`src/rtl/arb_pkg.sv`:
```
// Shared types and constants for the four-requester arbiter.
package arb_pkg;

    typedef enum logic [1:0] {
        IDLE  = 2'd0,
        GRANT = 2'd1,
        GAP   = 2'd2
    } state_t;

    localparam int NUM_REQ = 4;
    localparam int IDX_W   = 2;
    localparam int CNT_W   = 8;

endpackage

```
`src/rtl/arb_rr4_if.sv`:
```
// Request/grant bundle between the requesters (master) and the arbiter (slave).
interface arb_rr4_if;
    import arb_pkg::*;

    logic [NUM_REQ-1:0] req;
    logic [NUM_REQ-1:0] gnt;
    logic [IDX_W-1:0]   gnt_idx;
    logic               busy;
    logic               timeout;

    modport master (
        output req,
        input  gnt,
        input  gnt_idx,
        input  busy,
        input  timeout
    );

    modport slave (
        input  req,
        output gnt,
        output gnt_idx,
        output busy,
        output timeout
    );

endinterface

```
`src/rtl/arb_prio_enc.sv`:
```
// Combinational 4:2 priority encoder; the highest set bit wins.
module arb_prio_enc
    import arb_pkg::*;
(
    input  logic [NUM_REQ-1:0] vec,
    output logic [IDX_W-1:0]   idx,
    output logic               vld
);

    always_comb begin
        idx = '0;
        vld = 1'b0;
        for (int i = 0; i < NUM_REQ; i++) begin
            if (vec[i]) begin
                idx = IDX_W'(i);
                vld = 1'b1;
            end
        end
    end

endmodule

```
`src/rtl/arb_rr4.sv`:
```
// Four-requester arbiter with hold timeout and per-requester lockout.
// ARB_RR_EN selects round-robin search; otherwise fixed priority (req[3] highest).
module arb_rr4
    import arb_pkg::*;
#(
    parameter int unsigned MAX_HOLD = 16
) (
    input  logic       clk,
    input  logic       rst_n,
    arb_rr4_if.slave   bus
);

    localparam logic [CNT_W-1:0] MAX_HOLD_C = CNT_W'(MAX_HOLD);

    state_t             state, state_nxt;
    logic [NUM_REQ-1:0] gnt_q, gnt_nxt;
    logic [NUM_REQ-1:0] lock_q, lock_nxt;
    logic [IDX_W-1:0]   idx_q, idx_nxt;
    logic               busy_q, busy_nxt;
    logic               tmo_q, tmo_nxt;
    logic [CNT_W-1:0]   cnt_q, cnt_nxt, cnt_inc, cnt_sat;

    logic [NUM_REQ-1:0] elig;
    logic [NUM_REQ-1:0] enc_in;
    logic [IDX_W-1:0]   enc_idx;
    logic [IDX_W-1:0]   win_idx;
    logic               win_vld;
    logic               grant_now;
    logic               owner_req;
    logic               hold_hit;

    assign elig      = bus.req & ~lock_q;
    assign grant_now = (state == IDLE) && win_vld;
    assign owner_req = bus.req[idx_q];
    assign cnt_inc   = cnt_q + CNT_W'(1);
    assign cnt_sat   = (&cnt_q) ? cnt_q : cnt_inc;
    assign hold_hit  = (MAX_HOLD_C != '0) && (cnt_inc == MAX_HOLD_C);

    arb_prio_enc u_enc (
        .vec (enc_in),
        .idx (enc_idx),
        .vld (win_vld)
    );

`ifdef ARB_RR_EN
    logic [IDX_W-1:0] ptr_q, ptr_nxt;

    // Pointer position lands on encoder bit 3 so the search starts there and wraps.
    always_comb begin
        enc_in = '0;
        for (int k = 0; k < NUM_REQ; k++) begin
            enc_in[NUM_REQ-1-k] = elig[IDX_W'(ptr_q + IDX_W'(k))];
        end
    end

    assign win_idx = ptr_q + (IDX_W'(NUM_REQ-1) - enc_idx);
    assign ptr_nxt = grant_now ? (win_idx + IDX_W'(1)) : ptr_q;

    always_ff @(posedge clk or negedge rst_n) begin
        if (!rst_n) begin
            ptr_q <= '0;
        end else begin
            ptr_q <= ptr_nxt;
        end
    end
`else
    assign enc_in  = elig;
    assign win_idx = enc_idx;
`endif

    always_ff @(posedge clk or negedge rst_n) begin
        if (!rst_n) begin
            state  <= IDLE;
            gnt_q  <= '0;
            idx_q  <= '0;
            busy_q <= 1'b0;
            tmo_q  <= 1'b0;
            lock_q <= '0;
            cnt_q  <= '0;
        end else begin
            state  <= state_nxt;
            gnt_q  <= gnt_nxt;
            idx_q  <= idx_nxt;
            busy_q <= busy_nxt;
            tmo_q  <= tmo_nxt;
            lock_q <= lock_nxt;
            cnt_q  <= cnt_nxt;
        end
    end

    always_comb begin
        state_nxt = state;
        gnt_nxt   = gnt_q;
        idx_nxt   = idx_q;
        busy_nxt  = busy_q;
        tmo_nxt   = 1'b0;
        cnt_nxt   = cnt_q;
        lock_nxt  = lock_q & bus.req;

        case (state)
            IDLE: begin
                if (win_vld) begin
                    state_nxt = GRANT;
                    gnt_nxt   = NUM_REQ'(1) << win_idx;
                    idx_nxt   = win_idx;
                    busy_nxt  = 1'b1;
                    cnt_nxt   = '0;
                end
            end
            GRANT: begin
                // A release on the limit cycle wins over the timeout.
                if (!owner_req) begin
                    state_nxt = GAP;
                    gnt_nxt   = '0;
                    busy_nxt  = 1'b0;
                end else if (hold_hit) begin
                    state_nxt = GAP;
                    gnt_nxt   = '0;
                    busy_nxt  = 1'b0;
                    tmo_nxt   = 1'b1;
                    lock_nxt  = lock_nxt | gnt_q;
                end else begin
                    cnt_nxt = cnt_sat;
                end
            end
            GAP: begin
                state_nxt = IDLE;
            end
            default: begin
                state_nxt = IDLE;
                gnt_nxt   = '0;
                busy_nxt  = 1'b0;
            end
        endcase
    end

    assign bus.gnt     = gnt_q;
    assign bus.gnt_idx = idx_q;
    assign bus.busy    = busy_q;
    assign bus.timeout = tmo_q;

endmodule
```
`src/flat_wrapper.sv`:
```
// flat-port wrapper written by rule: the top's interface ports become plain ports
module arb_rr4_flat import arb_pkg::*;
#(
    parameter int unsigned MAX_HOLD = 16
)
  (clk, rst_n, bus_req, bus_gnt, bus_gnt_idx, bus_busy, bus_timeout);
  arb_rr4_if bus_i ();
  input  logic clk;
  input  logic rst_n;
  input wire logic [$bits(bus_i.req)-1:0] bus_req;
  output wire logic [$bits(bus_i.gnt)-1:0] bus_gnt;
  output wire logic [$bits(bus_i.gnt_idx)-1:0] bus_gnt_idx;
  output wire logic [$bits(bus_i.busy)-1:0] bus_busy;
  output wire logic [$bits(bus_i.timeout)-1:0] bus_timeout;
  assign bus_i.req = bus_req;
  assign bus_gnt = bus_i.gnt;
  assign bus_gnt_idx = bus_i.gnt_idx;
  assign bus_busy = bus_i.busy;
  assign bus_timeout = bus_i.timeout;
  arb_rr4 #(.MAX_HOLD(MAX_HOLD)) u_core (.clk(clk), .rst_n(rst_n), .bus(bus_i));
endmodule
```
`config.mk`:
```
export PLATFORM = sky130hd
export DESIGN_NAME = arb_rr4_flat
export DESIGN_NICKNAME = d
export VERILOG_FILES = /design/src/rtl/arb_pkg.sv /design/src/rtl/arb_rr4_if.sv /design/src/rtl/arb_prio_enc.sv /design/src/rtl/arb_rr4.sv /design/src/flat_wrapper.sv
export SDC_FILE = /design/constraint.sdc
export NUM_CORES = 1
export LEC_CHECK = 0
export CAP_MARGIN = 40
export CORE_MARGIN = 3
export CORE_UTILIZATION = 35
export CTS_CLUSTER_SIZE = 25
export DETAILED_ROUTE_END_ITERATION = 6
export GPL_ROUTABILITY_DRIVEN = 1
export HOLD_SLACK_MARGIN = 0.03
export PLACE_DENSITY = 0.59
export SYNTH_ARGS = -nofsm -noshare
export SYNTH_HDL_FRONTEND = slang
export SYNTH_HIERARCHICAL = 1
export SYNTH_SLANG_ARGS = --single-unit
```
`constraint.sdc`:
```
create_clock -name clk -period 4.5 [get_ports clk]
set_clock_uncertainty 0.2 [all_clocks]
set_input_delay 0.675 -clock clk [delete_from_list [all_inputs] [get_ports clk]]
set_output_delay 0.675 -clock clk [all_outputs]
set_load 0.005 [all_outputs]
```
# [Yosys cells after proc, flatten, opt, wreduce, memory -nomap -nowiden]
# Index checks and enable logic that the tools add are counted.
[classes] magnitude_cmp=1 mux=32 reduce_logical=7 bitwise_logic=5 eq_ne=8 shifts=1 n_addsub=1
[op_table] op="$mux 8" count=4
[op_table] op="$mux 4" count=6
[op_table] op="$pmux 8 s2" count=1
[op_table] op="$mux 1" count=12
[op_table] op="$pmux 4 s3" count=1
[op_table] op="$mux 2" count=5
[op_table] op="$add 8x1->8 const B" count=1
[op_table] op="$and 4x4->4" count=2
[op_table] op="$eq 8x5->1 const B" count=1
[op_table] op="$reduce_and 8->1" count=1
[op_table] op="$ne 2x2->1 const B" count=3
[op_table] op="$reduce_and 5->1" count=1
[op_table] op="$not 4->4" count=1
[op_table] op="$or 4x4->4" count=1
[op_table] op="$pmux 2 s2" count=1
[op_table] op="$reduce_and 2->1" count=2
[op_table] op="$shl 1x2->4 const A" count=1
[op_table] op="$lt 2x3->1 const B" count=1
[op_table] op="$ne 3x3->1 const B" count=1
[op_table] op="$pmux 1 s3" count=1
[op_table] op="$reduce_and 3->1" count=1
[op_table] op="$bmux 1 s2" count=1
[op_table] op="$eq 2x1->1 const B" count=1
[op_table] op="$eq 2x2->1 const B" count=1
[op_table] op="other kinds (4)" count=4
[word_totals] reg_bits=22 wordCells=62

# [Longest topological paths before layout]
# Gate-level depths: netlist (run 1).
[depth] ltp_word=8 ltp_mapped=8 depth_no_buf=8

# [Hierarchy]
# Netlist (run 1), hierarchy kept.
[by_module_without_submodules] module="arb_rr4" cells_per_inst=135 area_per_inst_um2=1277.5 seq_area_each_um2=550.5 instances=1
[by_module_without_submodules] module="arb_prio_enc" cells_per_inst=4 area_per_inst_um2=23.8 seq_area_each_um2=0.0 instances=1

# [Least setup slack after synthesis (run 1)]
# Ideal clock, no wire load.
[synth_path] kind="input to register" from="input port bus_req[3]" to="register u_core.cnt_q[5]" setup_ns=0.128 setup_slack_ns=2.257 cell_stages=7 arrival_ns=1.915 path_cell_list="nor2b_1 or2_1 or3_1 nor2_1 or3_2 nor4_1 o31ai_1"
[synth_via] elab_chain_cells=4
[synth_lines] element="start: declaration" line="flat_wrapper.sv:10" source="input wire logic [$bits(bus_i.req)-1:0] bus_req;"
[synth_lines] element="$and 4x4->4" line="arb_rr4.sv:32" source="assign elig = bus.req & ~lock_q;"
[synth_lines] element="$mux 1" line="arb_prio_enc.sv:14" source="if (vec[i]) begin"
[synth_lines] element="net u_core.win_vld" line="arb_rr4.sv:27" source="logic win_vld;"
[synth_lines] element="$ne 2x2->1 (no source line)"
[synth_lines] element="$reduce_and 5->1 (no source line)"
[synth_lines] element="end signal: assignment" line="arb_rr4.sv:87" source="cnt_q <= cnt_nxt;"
[synth_lines] element="end: declaration" line="arb_rr4.sv:21" source="logic [CNT_W-1:0] cnt_q, cnt_nxt, cnt_inc, cnt_sat;"
# The timed path passes the listed nets, and every way through them passes these cells. The select of a mux whose other input is x is not followed.
# A chain may end at the register's enable or synchronous reset.

# [Worst setup path after layout (run 1)]
[layout_path] from="input port bus_req[3]" to="register u_core.cnt_q[5]"
[layout_via] elab_chain_cells=4
[layout_lines] element="$and 4x4->4" line="arb_rr4.sv:32"
[layout_lines] element="net u_core.elig[3]" line="arb_rr4.sv:23" source="logic [NUM_REQ-1:0] elig;"
[layout_lines] element="$mux 1" line="arb_prio_enc.sv:14"
[layout_lines] element="net u_core.win_vld" line="arb_rr4.sv:27"
[layout_lines] element="$ne 2x2->1 (no source line)"
[layout_lines] element="$reduce_and 5->1 (no source line)"
# The timed path passes the listed nets, and every way through them passes these cells. The select of a mux whose other input is x is not followed.

==> results of run 1 <==
==> flip-flops by register name (all words and copies together), names as in the netlist <==
signal / flops
u_core/bus.timeout: 1
u_core/bus.gnt: 4
u_core/bus.busy: 1
u_core/lock_q: 4
u_core/cnt_q: 8
u_core/bus.gnt_idx: 2
u_core/state: 2
==> cells in the mapped netlist <==
cell type	instances
and3_1	2
or3_1	2
a31oi_4	1
o32ai_1	1
o22ai_1	1
a211o_1	1
nor3_1	4
a31o_2	1
a22o_1	4
o2111a_1	1
o211ai_1	1
inv_1	9
a21oi_1	2
o21ai_1	1
xor2_1	1
a31oi_1	4
o21ai_0	4
buf_6	6
nand2_1	16
a32oi_1	1
clkbuf_2	1
dfrtp_1	22
nand2b_1	2
or2_1	1
nor2_1	12
nand4_1	2
a311oi_2	1
o2bb2ai_1	1
a21o_1	1
ha_1	2
a41oi_1	1
nor2b_1	6
nand4b_1	1
o31ai_1	1
nor2_2	1
nor4_1	4
xnor2_1	2
or3_2	1
and2b_2	1
or2_2	1
mux4_2	1
o2111ai_2	1
nand3_1	10
==> stage by stage <==
stage	hold slack, ns	setup WS (ns)	utilization (%)	power (mW)	area (µm²)
finish	0.3238	1.848	43.33	0.7499	1503
floorplan	0.1794	2.257	-	0.4741	1301
global route	0.3461	1.703	43.33	0.8053	1503
global placement	0.3017	1.642	40.84	0.5648	1416
detailed placement	0.2993	1.563	41.27	0.5699	1431
CTS	0.3226	1.841	43.33	0.7583	1503
==> area by class of cell <==
type | count | area share [%]
inverters | 9 | 2.248
flip-flops and latches | 22 | 36.64
clock buffers | 3 | 2.748
multi-input cells | 101 | 42.88
well taps | 46 | 3.830
clock inverters | 1 | 1.998
repair buffers | 14 | 9.659
==> placed cells by master, fill, tap and decap left out, types with 2 or more instances in the layout <==
master,n
dfrtp_1,22
nand2_1,16
clkdlybuf4s50_1,13
nor2_1,12
nand3_1,10
inv_1,9
nor2b_1,6
nor4_1,4
a22o_1,4
o21ai_0,4
nor3_1,4
a31oi_1,4
clkbuf_8,3
and3_1,2
xnor2_1,2
nand2b_1,2
a21oi_1,2
or3_1,2
nand4_1,2
ha_1,2
==> cells by family (layout without fill, tap and decap cells) <==
logic type      after synthesis  after routing  synth area share [%]
simple gates                 66             66                 25.48
flops                        22             22                 42.31
mux                           1              1                 1.731
buf+inv                      16             27                 8.172
fa+ha+maj                     2              2                 1.923
xor+xnor                      3              3                 2.020
compound gates               29             29                 18.37
==> path summary, 6_finish.rpt <==
kind	slack (ns)	depth (start not counted)	end	from
min	0.32	1	u_core/lock_q[2]	u_core/lock_q[2]
max in group asynchronous	3.13	2	u_core/lock_q[2]	rst_n
min reg2reg	0.32	1	u_core/lock_q[2]	u_core/lock_q[2]
max	1.85	8	u_core/cnt_q[5]	bus_req[3]
max reg2reg	2.08	5	u_core/bus.gnt[0]	u_core/cnt_q[3]
min in group asynchronous	0.52	1	u_core/cnt_q[4]	rst_n
==> metal layers <==
metal	vias up	part of all wire, %	global-route usage (%)
met5	-	0	0
met4	0	1.5	6.835
met1	515	49	20.10
li1	521	-	-
met3	4	3.4	2.698
met2	19	46	21.66
==> power by group through the flow <==
stage                     clock, mW  combinational [mW]  sequential [mW]
after floorplan                   0               0.192            0.282
after global placement            0               0.272            0.293
after detailed placement          0               0.276            0.294
after CTS                     0.192               0.277            0.289
after global routing          0.201               0.306            0.299
final                         0.187               0.274            0.289
==> impl_results.md, run 1 <==
- Outcome: completed
- Layout cells sized above 1: 9.333%
- Ratio of total power to cell area: 499.1 nW/µm²
- Cell-by-cell trace of the critical path: clkdlybuf4s50_1 > nor2b_1 > or2_1 > or3_1 > nor2_1 > or3_2 > nor4_1 > o31ai_1
- Synthesized flop and latch total: 22
- Count of antenna-violating nets left after detailed routing: 0
- Total global routing track utilization: 14.53%
- Clock insertion delay at the later pin of the skew report: 0.27 ns
- PostCTS Resize Cnt: 0
- Crit path buf inv count: 1
- Num CTS Buffers: 3
- Sequential cell area: 550.5 µm²
- Via count normalized by instance count: 5.403
- Number of different library cells in the post-synthesis netlist: 43
- Initial Utilization: 37.52%
- Slew Viols, Final: 0
- Count of warnings emitted by yosys: 6
- Cells after DPL: 192
- Setup TNS: 0 ns
- Via count: 1059
- Syn nets: 147
- Combinational share of power: 36.5%
- Min Tclk post-route: 2.652 ns
- Clock sinks: 22
- Master of the slowest instance on the critical path: clkdlybuf4s50_1
- Area occupied by multi-input gates: 644.4 µm²
- Area added between synthesis and finish: 15.48%
- Post-detail-place hpwl: 2110 µm
- Clock root buffer master: clkbuf_8
- Die outline area: 4486 µm²
- Static leakage power: 0.6323 nW
- Weighted congestion reported at the end of routability-driven placement: 0.8703
- Sequential fraction of the synthesis area: 42.31%
- Drt total wl: 2747 µm
- Clock network fraction of design power: 24.9%
- Post-CTS Hold Fix Bufs: 0
- Worst Path Max Fanout: 5
- Worst max-slew margin expressed relative to the limit: 54.48%
- Number of buffers inserted by port buffering: 13
- Die X-Extent: 66.98 µm
- Fraction of power spent switching nets: 36.05%
- Global route total overflow: 0
- H-tree lvl count: 1
- Cell internal pwr: 479.6 µW
- Number of top-level pins: 14
- Wire length per cell: 14.02 µm
- Clock tree buffer depth: 2
- Rows: 21
- Area contributors post-synth: dfrtp_1 (42%), buf_6 (5.2%), nand2_1 (4.6%), nand3_1 (3.8%), nor2_1 (3.5%)
- Worst hold path class: flop to flop
- Critical path data required time: 4.45 ns
- Setup violation total in the final timing report: 0
- Max_cap viols: 0
- Kind of critical path: input pin to flop
- Mean post-synth cell area: 9.361 µm²
- TritonCTS clock tree: yes
- Fin crit share: 58.94%
- Number of antenna diodes: 0
- Initial drt markers: 83
- Fraction of post-synthesis cell area in the top cell type by area: 42.31%
- Final-report hold violation count: 0
- P_sw: 270.4 µW
- Post-synthesis cell type with the largest combined area: dfrtp_1
- RSZ-0062 raised after global routing: no
- Floorplan die height: 66.98 µm
- Crit start category: input pin
- First-pass iteration count of the detailed router: 4
- Worst Tran Pin Value: 0.6814 ns
- CTS clock-pin slew for the worst setup and hold paths: 0.08 ns
- Largest delay share family, worst path: simple AND/OR/NAND/NOR gates
- Number of global-route vias before repair: 1034
- Part of the power in registers: 38.6%
- Critical path capture point type: flop
- Data arrival time of the worst path: 2.60 ns
- Setup repair bufs after CTS: 0
- Slowest Stage Delay on Critical Path: 0.50 ns
- Post-Synthesis Cell Area: 1301 µm²
- Final Non-Filler Cells: 196
- Drt drc: 0
- # nets final: 159
- Antenna violations before repair: 0
- Highest clock rate: 0.3770 GHz
- Fillers: 356
- Count of mapped cells out of synthesis: 139
- Area of the core: 3468 µm²
- Maximum number of pins on one net before global-route repair: 14
- VDD IR max: 172.1 µV
- Global-route wire length before repair: 4940 µm
No activity file was read; power rests on OpenSTA's default activity.
==> inputs of run 2 (changes only) <==
--- a/config.mk
+++ b/config.mk
@@ -12,7 +12,7 @@
 export DETAILED_ROUTE_END_ITERATION = 6
 export GPL_ROUTABILITY_DRIVEN = 1
 export HOLD_SLACK_MARGIN = 0.03
-export PLACE_DENSITY = 0.59
+export PLACE_DENSITY = 0.61
 export SYNTH_ARGS = -nofsm -noshare
 export SYNTH_HDL_FRONTEND = slang
 export SYNTH_HIERARCHICAL = 1
==> constraint.sdc (replaced) <==
create_clock -name clk -period 2.4 [get_ports clk]
set_clock_uncertainty 0.2 [all_clocks]
set_input_delay 0.36 -clock clk [delete_from_list [all_inputs] [get_ports clk]]
set_output_delay 0.36 -clock clk [all_outputs]
set_load 0.005 [all_outputs]
==> impl_results.md, run 2 (synthesized netlist as in run 1, its figures left out) <==
- Outcome: completed
- Worst max-slew margin expressed relative to the limit: 67.72%
- Final design instance area without fill: 1598 µm²
- Hold slack final: 0.2464 ns
- Wire length per cell: 14.34 µm
- Via count: 1118
- Crit start category: input pin
- Total global routing track utilization: 14.75%
- Rows: 21
- Initial drt markers: 78
- Data arrival time of the worst path: 2.17 ns
- Fillers: 355
- Highest clock rate: 0.4478 GHz
- Slowest Stage Delay on Critical Path: 0.49 ns
- Largest delay share family, worst path: simple AND/OR/NAND/NOR gates
- Clock sinks: 22
- Initial Utilization: 37.52%
- Drt drc: 0
- Cell-by-cell trace of the critical path: clkdlybuf4s50_1 > nor2b_1 > or2_1 > or3_1 > nor2_1 > or3_2 > nor4_2 > o31ai_1
- First-pass iteration count of the detailed router: 4
- Die outline area: 4486 µm²
- # nets final: 171
- Max_cap viols: 0
- Depth of the worst register-to-register path: 6
- Critical path data required time: 2.34 ns
- Clock tree buffer depth: 2
- Worst hold path class: input pin to asynchronous set/reset pin
- VDD IR max: 339.1 µV
- Num CTS Buffers: 3
- Reg2Reg Capture Point: u_core/bus.gnt[3]
- Slew Viols, Final: 0
- Post-CTS Hold Fix Bufs: 0
- Final cell utilization of the core: 46.07%
- Fin crit share: 93.04%
- Crit path buf inv count: 1
- Worst Tran Pin Value: 0.4797 ns
- Worst r2r src: u_core/cnt_q[2]
- Count of antenna-violating nets left after detailed routing: 0
- Number of global-route vias before repair: 1089
- Number of top-level pins: 14
- Number of antenna diodes: 0
- Max reg flops: 8
- Global route total overflow: 0
- Global-route wire length before repair: 5043 µm
- Most frequent cells in the layout: dfrtp_1 (22), nand2_1 (16), clkdlybuf4s50_1 (13), buf_4 (13), nor2_1 (12)
- Area occupied by multi-input gates: 656.9 µm²
- Area of the core: 3468 µm²
- Static leakage power: 0.6873 nW
- CTS clock-pin slew for the worst setup and hold paths: 0.08 ns
- Worst Path Max Fanout: 5
- Slack of the worst reg-to-reg path: 0.17 ns
- Clock root buffer master: clkbuf_8
- Area added between synthesis and finish: 22.79%
- H-tree lvl count: 1
- Ratio of total power to cell area: 921.3 nW/µm²
- Start point of the critical path: bus_req[3]
- Min Tclk post-route: 2.233 ns
- Drt total wl: 2983 µm
- Setup violation total in the final timing report: 0
- Kind of critical path: input pin to flop
- Area of placed instances: 1514 µm²
- Weighted congestion reported at the end of routability-driven placement: 0.9039
- Via count normalized by instance count: 5.375
- Die X-Extent: 66.98 µm
- Master of the slowest instance on the critical path: or3_2
- Most common cell after layout, fill and taps aside: dfrtp_1
- Final-report hold violation count: 0
- Maximum number of pins on one net before global-route repair: 23
- Critical path capture point type: flop
- Layout cells sized above 1: 17.28%
- Clock insertion delay at the later pin of the skew report: 0.26 ns
- TritonCTS clock tree: yes
- Floorplan die height: 66.98 µm
- Antenna violations before repair: 0
- Biggest register: u_core/cnt_q
- RSZ-0062 raised after global routing: no
- Number of buffers inserted by port buffering: 13
- Post-detail-place hpwl: 2232 µm
- Sequential cell area: 550.5 µm²
==> run 2: changes by cell type in the layout (fill, tap and decap cells not counted) <==
cell | previous run | this run
buf_4 | 0 | 13
nor4_1 | 4 | 2
nor4_2 | 0 | 2
buf_8 | 1 | 0
==> run 2: how the worst max path moves through the flow <==
stage	endpoint	cells after the start
finish	u_core/cnt_q[5]	8
global route	u_core/cnt_q[5]	8
CTS	u_core/cnt_q[5]	8
detailed placement	u_core/cnt_q[5]	8
global placement	u_core/cnt_q[5]	8
floorplan	u_core/bus.gnt[0]	8
==> run 2: repair_timing <==
action / CTS / global route
endpoints found under the setup margin: 0 / 1
setup buffers: 0 / 0
gates resized for setup: 0 / 2
==> run 2: per-layer routing <==
| metal | vias up | track usage [%] | wire [µm] |
|---|---|---|---|
| met5 | - | 0 | 0 |
| met4 | 0 | 4.810 | 0 |
| met3 | 0 | 2.530 | 171 |
| met2 | 34 | 23.76 | 1441 |
| met1 | 542 | 19.90 | 1369 |
| li1 | 542 | - | - |
==> run 2: layout make-up <==
cell class | instances | share of cell area (%)
multi-input combinational | 101 | 41.11
sequential | 22 | 34.46
clock inverter | 1 | 1.879
clock buffer | 3 | 2.584
inverter | 9 | 2.114
tap | 46 | 3.602
timing repair buffer | 26 | 14.25
==> run 2: per-stage QoR <==
stage               total power, mW  setup WS, ns  instances  setup TNS (ns)
floorplan                    0.8889        0.4206        139               0
global placement              1.119      -0.04268        204        -0.06543
detailed placement            1.125       -0.1147        204         -0.2013
CTS                           1.475        0.1777        208               0
global route                  1.584       0.04830        208               0
finish                        1.472        0.1671        208               0
==> run 2: report_power, final <==
part / total, mW / internal, mW / switching [mW]
clock: 0.344 / 0.223 / 0.121
sequential: 0.541 / 0.449 / 0.0922
combinational: 0.588 / 0.275 / 0.312
==> edit 1: new RTL, flow settings as in run 2 <==
Encoding of `state_t`: now one-hot (3 bits for 3 states).
--- a/src/rtl/arb_pkg.sv
+++ b/src/rtl/arb_pkg.sv
@@ -2,8 +2,8 @@
 package arb_pkg;
 
-    typedef enum logic [1:0] {
-        IDLE  = 2'd0,
-        GRANT = 2'd1,
-        GAP   = 2'd2
+    typedef enum logic [2:0] {
+        IDLE  = 3'b001,
+        GRANT = 3'b010,
+        GAP   = 3'b100
     } state_t;
 
Check against the original RTL: same outputs for any inputs over 10 cycles, from zero or initial values and one cycle with rst_n low; not proved beyond that.
==> edit 1 against run 2 <==
Synthesized area shrank 4.2%. Sequential cell count grew 1. Setup slack lost 0.034 ns. Wire length shrank 9.9%. Combinational power shrank 18%. Design area shrank 5.0%. Sequential share of layout area grew 3.5 points. Count of clock-buffer cells in the layout grew 1. Total power shrank 17%. First-iteration DRC count shrank 40%. Global-route usage shrank 0.50 points. Largest power group is now registers. Highest routed layer is now met4.
==> edit 1: results (changes against run 2) <==
[logic_synthesis]
synth-xor-area-share=0.0281  ; +0.00792
synth_top_cells_by_count=nand2_1, dfrtp_1, nand3_1
synth_compound_area_frac=0.157  ; -0.0270
synth-seq-area-share=0.463  ; +0.0398

[detailed_routing]
drtIter0Drc=47  ; -40%
wl_met2_um=1380  ; -4.3%
avgRoutedWirePerCell_um=13.8  ; -3.8%
top_layer_used=met4
met1_length_um=1250  ; -8.8%
detail_route.vias_per_cell=5.13  ; -4.6%
wl_met3_um=31  ; -82%

[global_route]
gr-usage-met3=0.0103  ; -0.0150
grt_use_met1=0.189  ; -0.00951
grt_max_degree=24  ; +4.3%
track_usage=0.143  ; -0.00500
use_met2=0.237  ; -0.00108
grt_pass1_wl_um=4740  ; -6.0%

[clocking]
clock_latency_ns=0.31  ; +0.05 ns
clockRootBuffer=clkbuf_4

[critical_path]
worst_r2r_path_depth=7  ; +1
endpoint=u_core/lock_q[0]$_DFF_PN0_
arrival_ns=2.32  ; +0.15 ns
ff2ff_setup_slack_ns=0.13  ; -0.03 ns
critical-path-top-delay-family=compound AO/OA/AOI/OAI gates
cp_slowest_cell=dfrtp_1
slowest_delay_ns=0.47  ; -0.02 ns
critPathLaunch=u_core/cnt_q[1]$_DFFE_PN0P_

[placed_design]
gp_congestion=0.787  ; -13%
placed_area_um2=1470  ; -2.8%
dp_hpwl_um=2040  ; -8.6%

[power]
comb_cell_power_mw=0.483  ; -18%
p_leak_nw=0.653  ; -5.0%

[timing]
holdWs_ns=0.188  ; -0.0584 ns
relSlewSlack=0.664  ; -0.0134

[final_layout]
drive_gt1_frac=0.134  ; -0.0386
n_fill_cell=332  ; -6.5%

[run_status]
status=finished, final reports clean

## edit 1: cell types whose count changed after synthesis, moves of 4 or more
| cell | change |
|---|---|
| buf_6 | -5 |
| inv_1 | -6 |
| mux2i_1 | +4 |
| nand2_1 | +7 |
| nor2_1 | -7 |
| nor3b_1 | +4 |
| nor4_1 | -4 |
## edit 1: cell type report
cell class                 instances  area, um2  area share
multi-input combinational         96        641       0.422
tap                               46       57.6      0.0379
timing repair buffer              23        205       0.135
sequential                        23        577       0.380
inverter                           3       11.3     0.00742
clock buffer                       4       26.3      0.0173
## edit 1: through the flow
| step | total power [mW] | util | cells | setup slack (ns) |
|---|---|---|---|---|
| 3_3_place_gp | 1.04 | 0.434 | 189 | -0.0688 |
| 3_5_place_dp | 1.05 | 0.434 | 189 | -0.116 |
| 6_report | 1.23 | 0.448 | 195 | 0.133 |
| 4_1_cts | 1.24 | 0.442 | 193 | 0.0381 |
| 5_1_grt | 1.34 | 0.448 | 195 | 0.0294 |
| 2_1_floorplan | 0.827 | - | 126 | 0.286 |
==> edit 2: new RTL, flow settings as in run 2 <==
Made on the original files. Change the package constant `IDX_W` from 2 to 1.
--- a/src/rtl/arb_pkg.sv
+++ b/src/rtl/arb_pkg.sv
@@ -9,5 +9,5 @@
 
     localparam int NUM_REQ = 4;
-    localparam int IDX_W   = 2;
+    localparam int IDX_W   = 1;
     localparam int CNT_W   = 8;
 
Ports: changed (resized bus_gnt_idx); port bits go from 14 to 13. The function was not compared with the original's and may differ.
==> edit 2 against run 2 <==
Wire length fell by 16%. Combinational power shrank 15%. Synthesized area down 8.2%. Total power shrank 23%. Design area decreased by 13%. Setup slack improved by 0.027 ns. Sequential cell count fell by 3. Critical endpoint is now u_core/cnt_q[1]$_DFFE_PN0P_. Largest cell class unchanged.
==> edit 2: results (changes against run 2) <==
[clocking]
cts_made_buffers=3  ; unchanged
clkTransAtPathRegs_ns=0.11  ; +0.03 ns
cts.htree.levels=1  ; unchanged
clock_latency_ns=0.29  ; +0.03 ns
clockRootBuffer=clkbuf_4
cts_resized=0  ; unchanged

[detailed_routing]
avgRoutedWirePerCell_um=13.7  ; -4.2%
detail_route.vias_per_cell=5.34  ; -0.64%
routed_wl_um=2500  ; -16%
drtIter0Drc=37  ; -53%

[critical_path]
critical-path-top-delay-family=compound AO/OA/AOI/OAI gates
slowest_delay_ns=0.44  ; -0.05 ns
cp_slowest_cell=dfrtp_1
ff2ff_setup_slack_ns=0.19  ; +0.03 ns
crit_fanout=10  ; +5
r2r_end=u_core/cnt_q[1]$_DFFE_PN0P_
r2r_start=u_core/cnt_q[0]$_DFFE_PN0P_

[logic_synthesis]
synth_cell_types=43  ; unchanged
synth_top_cells_by_count=dfrtp_1, inv_1, o211ai_1
synth_top_cells_by_area=dfrtp_1, o211ai_1, inv_1
async_reset_ff_frac=1.00  ; unchanged
netlist_instances=122  ; -12%
synth-seq-area-share=0.398  ; -0.0252

[power]
p_leak_nw=0.576  ; -16%
vdd_drop_max_uv=257  ; -24%
p_per_area_nw_per_um2=822  ; -11%

[placed_design]
placedCellCount=178  ; -13%
dp_hpwl_um=1900  ; -15%
gp_congestion=0.892  ; -1.4%
placed_area_um2=1360  ; -10%
io_buffer_count=10  ; -3

[global_route]
track_usage=0.127  ; -0.0207
grt_max_degree=20  ; -13%
grt_pass1_wl_um=4300  ; -15%
grt_antenna_before_repair=0  ; unchanged
grt_pass1_vias=912  ; -16%

[final_layout]
n_fill_cell=323  ; -9.0%
nets=147  ; -14%
drive_gt1_frac=0.152  ; -0.0207
reg_top3=u_core/cnt_q x8, u_core/lock_q x4

[hold_path]
hp-class=in -> async

[run_status]
status=finished, final reports clean

edit 2: routing by layer:
metal,wire (um),track usage,vias up
li1,-,-,476
met1,1250,0.188,477
met2,1180,0.196,19
met3,66,0.0139,0
met4,0,0.0317,0
met5,0,0,-
edit 2: worst max path at each step:
stage,startpoint,end,slack [ns],depth (start not counted)
2_1_floorplan,bus_req[1],u_core/cnt_q[3]$_DFFE_PN0P_,0.23,6
3_3_place_gp,bus_req[1],u_core/cnt_q[4]$_DFFE_PN0P_,-0.07,8
3_5_place_dp,bus_req[1],u_core/cnt_q[4]$_DFFE_PN0P_,-0.09,8
4_1_cts,u_core/cnt_q[4]$_DFFE_PN0P_,u_core/cnt_q[1]$_DFFE_PN0P_,0.21,5
5_1_grt,u_core/cnt_q[4]$_DFFE_PN0P_,u_core/cnt_q[1]$_DFFE_PN0P_,0.08,5
6_report,u_core/cnt_q[0]$_DFFE_PN0P_,u_core/cnt_q[1]$_DFFE_PN0P_,0.19,6
edit 2: power by group:
group / internal [mW] / switching (mW) / total (mW)
Combinational: 0.230 / 0.268 / 0.498
Clock: 0.0645 / 0.0969 / 0.161
Sequential: 0.388 / 0.0898 / 0.478
Total: 0.683 / 0.455 / 1.14
edit 2: layout make-up:
class / instances / share of cell area
multi-input combinational: 84 / 0.449
sequential: 19 / 0.344
timing repair buffer: 17 / 0.110
tap: 44 / 0.0398
inverter: 14 / 0.0380
clock buffer: 4 / 0.0190
edit 2: kinds of logic after synthesis:
family,after synthesis,share of synthesized area
buf+inv,20,0.0848
fa+ha+maj,2,0.0209
xor+xnor,3,0.0220
compound gates,36,0.250
other cells,1,0.00314
flops,19,0.398
simple gates,38,0.194
mux,3,0.0272
edit 2: stage by stage:
step / TNS (ns) / setup WS, ns / hold WS [ns] / power (mW)
floorplan: 0 / 0.232 / -0.136 / 0.792
global placement: -0.135 / -0.0712 / 0.274 / 0.972
detailed placement: -0.198 / -0.0890 / 0.281 / 0.976
CTS: 0 / 0.212 / 0.185 / 1.14
global route: 0 / 0.0840 / 0.211 / 1.22
finish: 0 / 0.194 / 0.185 / 1.14
